===== src/rtl/peg_grader.sv =====
// ---------------------------------------------------------------------------
// peg_grader
//   Sequential grader for the code-guessing game. For one guess it computes
//   the exact-position match count (znarly) and the right-colour /
//   wrong-position count (zood) against the master code. The latency is fixed.
//
//   Sequence: IDLE -> EXACT (NUM_PEGS cycles) -> COLOR (NUM_PEGS^2 cycles)
//             -> DONE (1 cycle) -> IDLE.
//
//   Ports
//     CLOCK_50      in   system clock, rising edge
//     reset         in   asynchronous, active-high reset
//     start         in   grade request, sampled only in IDLE
//     master        in   master code, peg k at [k*COLOR_W +: COLOR_W]
//     guess         in   guess code, same packing
//     busy          out  high from the cycle after accept through DONE
//     done          out  one-cycle pulse, results valid
//     znarly_count  out  exact matches
//     zood_count    out  colour-only matches
//     exact_mask    out  bit k: master peg k == guess peg k
//     used_mask     out  bit j: master peg j consumed by a colour-only match
//     win           out  (PEG_GRADER_WIN_EN only) all pegs exact
//
//   Optional feature macro: PEG_GRADER_WIN_EN
//     When it is defined, the module adds the win output. If every peg is an
//     exact match at the end of EXACT, the FSM skips COLOR and the latency
//     becomes NUM_PEGS+1.
// ---------------------------------------------------------------------------
module peg_grader #(
  parameter int NUM_PEGS = 4,
  parameter int COLOR_W  = 3,
  parameter int CNT_W    = $clog2(NUM_PEGS + 1)
) (
  input  logic                          CLOCK_50,
  input  logic                          reset,
  input  logic                          start,
  input  logic [NUM_PEGS*COLOR_W-1:0]   master,
  input  logic [NUM_PEGS*COLOR_W-1:0]   guess,
  output logic                          busy,
  output logic                          done,
  output logic [CNT_W-1:0]              znarly_count,
  output logic [CNT_W-1:0]              zood_count,
  output logic [NUM_PEGS-1:0]           exact_mask,
  output logic [NUM_PEGS-1:0]           used_mask
`ifdef PEG_GRADER_WIN_EN
  ,
  output logic                          win
`endif
);

  localparam int IDX_W = (NUM_PEGS > 1) ? $clog2(NUM_PEGS) : 1;
  localparam logic [IDX_W-1:0] LAST = IDX_W'(NUM_PEGS - 1);
  localparam logic [CNT_W-1:0] FULL = CNT_W'(NUM_PEGS);

  typedef enum logic [1:0] {IDLE, EXACT, COLOR, DONE} state_t;

  state_t                        state_q, state_d;
  logic [NUM_PEGS*COLOR_W-1:0]   m_q, m_d, g_q, g_d;
  logic [IDX_W-1:0]              k_q, k_d, i_q, i_d, j_q, j_d;
  logic                          matched_q, matched_d;
  logic [NUM_PEGS-1:0]           ex_acc_q, ex_acc_d, used_acc_q, used_acc_d;
  logic [CNT_W-1:0]              zn_acc_q, zn_acc_d, zo_acc_q, zo_acc_d;
  logic [CNT_W-1:0]              znarly_count_q, znarly_count_d;
  logic [CNT_W-1:0]              zood_count_q, zood_count_d;
  logic [NUM_PEGS-1:0]           exact_mask_q, exact_mask_d;
  logic [NUM_PEGS-1:0]           used_mask_q, used_mask_d;
  logic                          win_q, win_d;

  // Unpack the captured codes so pegs can be selected by index.
  logic [COLOR_W-1:0] m_peg [NUM_PEGS];
  logic [COLOR_W-1:0] g_peg [NUM_PEGS];

  for (genvar p = 0; p < NUM_PEGS; p++) begin : g_unpack
    assign m_peg[p] = m_q[p*COLOR_W +: COLOR_W];
    assign g_peg[p] = g_q[p*COLOR_W +: COLOR_W];
  end

  logic             exact_hit;
  logic [CNT_W-1:0] zn_inc;
  logic             consume;

  assign exact_hit = (m_peg[k_q] == g_peg[k_q]);
  assign zn_inc    = zn_acc_q + CNT_W'(exact_hit);
  // Guess peg i takes the lowest-index eligible master peg j. Pegs that are
  // already exact on either side never take part in colour-only matching.
  assign consume   = (state_q == COLOR) & ~ex_acc_q[i_q] & ~ex_acc_q[j_q] &
                     ~used_acc_q[j_q] & ~matched_q & (g_peg[i_q] == m_peg[j_q]);

  // State and datapath registers
  always_ff @(posedge CLOCK_50 or posedge reset) begin
    if (reset) begin
      state_q        <= IDLE;
      m_q            <= '0;
      g_q            <= '0;
      k_q            <= '0;
      i_q            <= '0;
      j_q            <= '0;
      matched_q      <= 1'b0;
      ex_acc_q       <= '0;
      used_acc_q     <= '0;
      zn_acc_q       <= '0;
      zo_acc_q       <= '0;
      znarly_count_q <= '0;
      zood_count_q   <= '0;
      exact_mask_q   <= '0;
      used_mask_q    <= '0;
      win_q          <= 1'b0;
    end else begin
      state_q        <= state_d;
      m_q            <= m_d;
      g_q            <= g_d;
      k_q            <= k_d;
      i_q            <= i_d;
      j_q            <= j_d;
      matched_q      <= matched_d;
      ex_acc_q       <= ex_acc_d;
      used_acc_q     <= used_acc_d;
      zn_acc_q       <= zn_acc_d;
      zo_acc_q       <= zo_acc_d;
      znarly_count_q <= znarly_count_d;
      zood_count_q   <= zood_count_d;
      exact_mask_q   <= exact_mask_d;
      used_mask_q    <= used_mask_d;
      win_q          <= win_d;
    end
  end

  // Next-state logic
  always_comb begin
    state_d = state_q;
    unique case (state_q)
      IDLE:  if (start) state_d = EXACT;
      EXACT: begin
        if (k_q == LAST) begin
`ifdef PEG_GRADER_WIN_EN
          state_d = (zn_inc == FULL) ? DONE : COLOR;
`else
          state_d = COLOR;
`endif
        end
      end
      COLOR: if ((i_q == LAST) && (j_q == LAST)) state_d = DONE;
      DONE:  state_d = IDLE;
      default: state_d = IDLE;
    endcase
  end

  // Datapath: capture, accumulate, and load the outputs on entry to DONE
  always_comb begin
    m_d            = m_q;
    g_d            = g_q;
    k_d            = k_q;
    i_d            = i_q;
    j_d            = j_q;
    matched_d      = matched_q;
    ex_acc_d       = ex_acc_q;
    used_acc_d     = used_acc_q;
    zn_acc_d       = zn_acc_q;
    zo_acc_d       = zo_acc_q;
    znarly_count_d = znarly_count_q;
    zood_count_d   = zood_count_q;
    exact_mask_d   = exact_mask_q;
    used_mask_d    = used_mask_q;
    win_d          = win_q;

    unique case (state_q)
      IDLE: begin
        if (start) begin
          m_d        = master;
          g_d        = guess;
          k_d        = '0;
          i_d        = '0;
          j_d        = '0;
          matched_d  = 1'b0;
          ex_acc_d   = '0;
          used_acc_d = '0;
          zn_acc_d   = '0;
          zo_acc_d   = '0;
        end
      end
      EXACT: begin
        if (exact_hit) ex_acc_d[k_q] = 1'b1;
        zn_acc_d = zn_inc;
        if (k_q == LAST) begin
          k_d       = '0;
          i_d       = '0;
          j_d       = '0;
          matched_d = 1'b0;
        end else begin
          k_d = k_q + IDX_W'(1);
        end
      end
      COLOR: begin
        if (consume) begin
          used_acc_d[j_q] = 1'b1;
          matched_d       = 1'b1;
          zo_acc_d        = zo_acc_q + CNT_W'(1);
        end
        if (j_q == LAST) begin
          // Moving to the next guess peg: its match flag starts clear.
          j_d       = '0;
          i_d       = (i_q == LAST) ? '0 : i_q + IDX_W'(1);
          matched_d = 1'b0;
        end else begin
          j_d = j_q + IDX_W'(1);
        end
      end
      default: ;
    endcase

    // Outputs take the final accumulator values on the edge into DONE, so
    // they are already valid during the done pulse.
    if (state_d == DONE && state_q != DONE) begin
      znarly_count_d = zn_acc_d;
      zood_count_d   = zo_acc_d;
      exact_mask_d   = ex_acc_d;
      used_mask_d    = used_acc_d;
      win_d          = (zn_acc_d == FULL);
    end
  end

  // Output logic
  always_comb begin
    busy = (state_q != IDLE);
    done = (state_q == DONE);
  end

  assign znarly_count = znarly_count_q;
  assign zood_count   = zood_count_q;
  assign exact_mask   = exact_mask_q;
  assign used_mask    = used_mask_q;

`ifdef PEG_GRADER_WIN_EN
  assign win = win_q;
`else
  logic unused_win;
  assign unused_win = win_q;
`endif

endmodule

===== config.mk =====
export PLATFORM = sky130hd
export DESIGN_NAME = peg_grader
export DESIGN_NICKNAME = d
export VERILOG_FILES = /design/src/rtl/peg_grader.sv
export SDC_FILE = /design/constraint.sdc
export NUM_CORES = 1
export LEC_CHECK = 0
export ABC_CLOCK_PERIOD_IN_PS = 2700
export CORE_UTILIZATION = 40
export DETAILED_ROUTE_END_ITERATION = 8
export GPL_TIMING_DRIVEN = 0
export SLEW_MARGIN = 0
export SYNTH_ARGS = -nofsm -noshare
export SYNTH_HDL_FRONTEND = slang
export SYNTH_SLANG_ARGS = --single-unit

===== constraint.sdc =====
create_clock -name CLOCK_50 -period 2.7 [get_ports CLOCK_50]
set_input_delay 0.54 -clock CLOCK_50 [delete_from_list [all_inputs] [get_ports CLOCK_50]]
set_output_delay 0.54 -clock CLOCK_50 [all_outputs]
set_load 0.02 [all_outputs]

Word-level counts from Yosys, hierarchy flattened
Cells that the tools add are included.
{"block": "word_totals", "reg_bits": 61, "input_bits": 27, "out_inout_bits": 16, "elab_cells": 120}
{"block": "classes", "add_sub_neg": 5, "magnitude_cmp": 8, "n_eq_ne": 14, "n_mux": 51, "bitwise": 14, "n_reduce_logical": 13}
{"operator": "2-to-1 mux 3 bit", "n": 11}
{"operator": "binary-select mux 3 bit (select 2 bit)", "n": 4}
{"operator": "2-to-1 mux 2 bit", "n": 9}
{"operator": "2-to-1 mux 4 bit", "n": 4}
{"operator": "one-hot mux 4 bit (2 select lines)", "n": 2}
{"operator": "equality test 2 bit, second input constant", "n": 6}
{"operator": "one-hot mux 2 bit (3 select lines)", "n": 2}
{"operator": "one-hot mux 3 bit (2 select lines)", "n": 2}
{"operator": "greater-or-equal comparator 3 bit, second input constant", "n": 3}
{"operator": "< comparator 2 x 3 -> 1 bit, second input constant", "n": 3}
{"operator": "2-to-1 mux 1 bit", "n": 9}
{"operator": "inverter 2 -> 3 bit", "n": 3}
{"operator": "OR 4 bit", "n": 2}
{"operator": "one-hot mux 2 bit (4 select lines)", "n": 1}
{"operator": "AND reduction 4 bit", "n": 2}
{"operator": "adder 2 x 1 -> 2 bit, second input constant", "n": 3}
{"operator": "binary-select mux 1 bit (select 2 bit)", "n": 3}
{"operator": "equality test 3 bit", "n": 2}
{"operator": "!= test 2 bit, second input constant", "n": 3}
{"operator": "bitwise AND 1 bit", "n": 5}
{"operator": "demux 1 bit (select 2 bit)", "n": 2}
{"operator": "greater-or-equal comparator 2 x 1 -> 1 bit, second input constant", "n": 2}
{"operator": "logical AND 1 bit", "n": 4}
{"operator": "inverter 1 bit", "n": 4}
{"operator": "other kinds (12)", "n": 14}

Depth between registers and ports, before layout
{"block": "depth", "word_depth": 11, "mapped_depth": 10, "mapped_depth_nobuf": 10}

Worst setup path before layout
No wires, ideal clock.
{"block": "synth_path", "kind": "register -> register", "from": "register i_q[0]", "to": "register zood_count_q[2] (netlist: zood_count[2])", "setup_time_ns": 0.126, "t_arrival_ns": 2.013, "required_time_ns": 2.574, "setup_slack_ns": 0.561, "stages_incl_launch_ff": 8, "path_buffers": 2, "synth_period_minus_slack_ns": 2.139, "cell_sequence": "dfrtp_1 buf_6 mux4_2 or3_4 a2111oi_4 buf_6 a31o_2 a31oi_1"}
{"block": "synth_between", "elab_chain_cells": 10, "elab_cells_between_ends": 21, "cone_classes": "eq/ne (3); mux (9); bitwise (7); reduce/logical (2)"}
{"element": "start: declaration", "line": "59", "source": "logic [IDX_W-1:0] k_q, k_d, i_q, i_d, j_q, j_d;"}
{"element": "start signal: assignment", "line": "113", "source": "i_q <= i_d;"}
{"element": "binary-select mux 1 bit (select 2 bit)", "line": "86", "source": "assign consume = (state_q == COLOR) & ~ex_acc_q[i_q] & ~ex_acc_q[j_q] &"}
{"element": "2-to-1 mux 1 bit (not written as such)", "line": "86"}
{"element": "inverter 1 bit", "line": "86"}
{"element": "bitwise AND 1 bit (3 in series)", "line": "86"}
{"element": "bitwise AND 1 bit (2 in series)", "line": "87", "source": "~used_acc_q[j_q] & ~matched_q & (g_peg[i_q] == m_peg[j_q]);"}
{"element": "2-to-1 mux 3 bit", "line": "194", "source": "if (consume) begin"}
{"element": "one-hot mux 3 bit (2 select lines)", "line": "166", "source": "unique case (state_q)"}
{"element": "end signal: assignment", "line": "121", "source": "zood_count_q <= zood_count_d;"}
{"element": "end: declaration", "line": "64", "source": "logic [CNT_W-1:0] zood_count_q, zood_count_d;"}
Parallel ways exist; a longest one is shown, timed or not. The select of a mux whose other input is x is not followed.
A chain may end at the register's enable or synchronous reset.

Worst setup path in the final report
{"block": "layout_path", "from": "register state_q[0]", "to": "output port done"}
{"block": "layout_between", "elab_chain_cells": 1}
{"element": "start: declaration", "line": "57", "source": "state_t state_q, state_d;"}
{"element": "start signal: assignment", "line": "109", "source": "state_q <= state_d;"}
{"element": "equality test 2 bit", "line": "225", "source": "done = (state_q == DONE);"}
{"element": "end: declaration", "line": "40", "source": "output logic done,"}
No other way between the ends.

==> flow_summary.yaml <==
timing:
  skew_ps: 8.80
  slew_violations: 0
  setup_viol: 0
  tightest_slew_ps: 825
  setup-tns-final_ps: 0
  hold_viol: 0
  max_freq_ghz: 0.394
  final.min_clock_period_ps: 2540
  worst_slack_ps: 164
  period_share: 0.939
  rsz0062_at_grt: "no"
  maxSlewHeadroom: 0.449
setup_path:
  worstPathCellList: "clkbuf_1 > and2_1 > clkdlybuf4s50_1"
  rr_worst_depth: 7
  required_ps: 2160
  crit_slowest_cell: "clkdlybuf4s50_1"
  slowest_delay_ps: 600
  r2r_start: "i_q[0]"
  criticalPathCategory: "reg -> out"
  rrSetupSlack_ps: 420
  worstSetupEndpoint: "done"
  crit_fanout: 10
  end_kind: "primary output"
  crit_arrival_ps: 2000
  crit_start: "state_q[0]"
  r2r-end: "used_mask[3]"
  cp-start-kind: "flop"
synthesis:
  postSynthCellCount: 302
  ys_seq_area_frac: 0.491
  synth_common_cells: "nand2_1 (90), dfrtp_1 (61), inv_1 (13), nor2_1 (13), ha_1 (12)"
  synthArstFlopShare: 1.00
  synth_edf_count: 0
  yosysTopAreaCellShare: 0.491
  ys.flop_type: "dfrtp_1"
  yosysWarnings: 0
  synth_area_mm2: 0.00311
  syn_avg_cell_area_um2: 10.3
  synth_fp_nets: 341
  ys_ff_latch: 61
  yosysMostFrequentCell: "nand2_1"
  yosysTopAreaCell: "dfrtp_1"
  netlist_top_cells_area: "dfrtp_1 (49%), nand2_1 (11%), ha_1 (4.8%)"
  synth.distinct_cells: 42
route:
  via_count: 2282
  dr.first_iter.drc_count: 67
  wl_um: 6920
  avgRoutedWirePerCell_um: 15.0
  first_pass_iters: 4
  drc_errors: 0
  vias_per_cell: 4.96
  ant_nets: 0
layout:
  final_cells: 460
  area_growth_pct: 24.3
  stdcell_area_mm2: 0.00387
  fillCellCount: 679
  drive_above_1_share: 0.105
  nNetsFinal: 395
  num_antenna_cells: 0
  utilization: 0.525
clocking:
  htreeDepth: 3
  root_buffer: "clkbuf_8"
  cts.clk_slew.worst_paths_ps: 70
  cts_buffers: 9
  cts_resized: 0
  post_cts_buffers: 0
  cts_buffer_depth: 2
  cts.sinks: 61
  cts_hold_buf: 0
  cts_tree: "yes"
  clkLatencyLatePin_ps: 340
global_route:
  grtUsageTotal: 0.193
  grt_pass1_wl_um: 12100
  grt_max_degree: 40
  grt_overflow: 0
  antenna_found_initial: 0
  grt_pass1_vias: 2410
place:
  post-dp-hpwl_um: 5020
  dp_cells: 444
  post-place-ws_ps: 430
  port_buffers: 42
  globalplace.congestion: 0.813
  placed_area_mm2: 0.00368
min_path:
  hp-class: "reg -> reg"
  min_from: "exact_mask[3]"
pwr:
  irDropWorstVdd_mv: 0.365
  power_density_mw_per_mm2: 969
  leakagePower_uw: 0.00186
job:
  max_cap_violations: 0
floorplanning:
  die_x_um: 90.2
  core_mm2: 0.00737
  initial_core_util: 0.422
  rows: 31
  dieArea_mm2: 0.00814
  io_pins: 43
  die_h_um: 90.2
status:
  status: "complete, no violations"
## metal layers
| layer | up-vias | part of all wire | track usage |
|---|---|---|---|
| met5 | - | 0 | 0 |
| met4 | 0 | 0.020 | 0.0793 |
| met3 | 11 | 0.029 | 0.0440 |
| met2 | 47 | 0.49 | 0.314 |
| met1 | 1099 | 0.46 | 0.247 |
| li1 | 1125 | - | - |
## cells in the final DEF, fill, tap and decap left out, types with 2 or more instances in the layout
cell / Yosys / layout
nand4_1: 4 / 4
nand3_1: 8 / 8
xnor2_1: 9 / 9
o21ai_0: 4 / 4
clkdlybuf4s50_1: 0 / 42
dfrtp_1: 61 / 61
mux4_2: 4 / 4
and2_1: 2 / 2
clkbuf_1: 8 / 10
mux2i_1: 3 / 3
nor2_1: 13 / 13
clkinv_2: 0 / 2
a22o_1: 11 / 11
nand2_1: 90 / 90
clkbuf_8: 0 / 10
ha_1: 12 / 12
xor2_1: 6 / 6
nor2b_1: 2 / 2
nand2b_1: 3 / 3
o211ai_1: 2 / 2
a21oi_1: 6 / 6
mux4_1: 3 / 3
mux2_2: 5 / 5
a32oi_1: 4 / 4
nor3_1: 4 / 4
buf_6: 6 / 6
a31oi_1: 2 / 2
inv_1: 13 / 12
## state kept, by name (all words and copies together) (netlist names), 4 cells and up
name	cells
ex_acc_q	4
exact_mask	4
g_q	12
m_q	12
used_acc_q	4
used_mask	4
## final cells by class
cell class | instances | area (µm²) | area share
timing repair buffer | 43 | 440 | 0.114
sequential | 61 | 1530 | 0.395
tap | 99 | 124 | 0.0320
clock inverter | 4 | 47.5 | 0.0123
inverter | 13 | 48.8 | 0.0126
clock buffer | 12 | 145 | 0.0375
multi-input combinational | 212 | 1420 | 0.367
buffer | 16 | 118 | 0.0304
## metrics by stage
stage          hold slack (ps)  total power, µW
2_1_floorplan              463             2530
3_3_place_gp               461             2930
3_5_place_dp               466             2970
4_1_cts                    483             3790
5_1_grt                    512             4040
6_report                   474             3750
## logic make-up (layout without fill, tap and decap cells)
logic type               after synthesis  in the layout  share of synthesized area
multiplexers                          15             15                     0.0820
AND/OR/NAND/NOR                      131            131                      0.184
adder cells (fa/ha/maj)               12             12                     0.0482
buffers and inverters                 29             88                     0.0535
AO/OA/AOI/OAI                         39             39                     0.0997
XOR/XNOR                              15             15                     0.0422
flip-flops                            61             61                      0.491
## how the worst min path moves through the flow
stage | end | depth (start not counted)
floorplan | used_acc_q[0] | 2
global route | exact_mask[0] | 2
CTS | exact_mask[3] | 2
detailed placement | exact_mask[3] | 2
global placement | exact_mask[3] | 2
finish | exact_mask[3] | 2
## worst max-delay path, delay by kind of cell, from the launching register on
family / cells / cell delay (ps)
buffers and inverters: 2 / 1000
flip-flops: 1 / 440
AND/OR/NAND/NOR: 1 / 210
## power by group
part	switching (µW)	total [µW]	internal [µW]	leakage [µW]
registers	290	1470	1180	0.000764
logic	783	1470	688	0.000996
clock network	357	806	449	0.0000964
total	1430	3750	2320	0.00186
No activity file was read; power rests on OpenSTA's default activity.
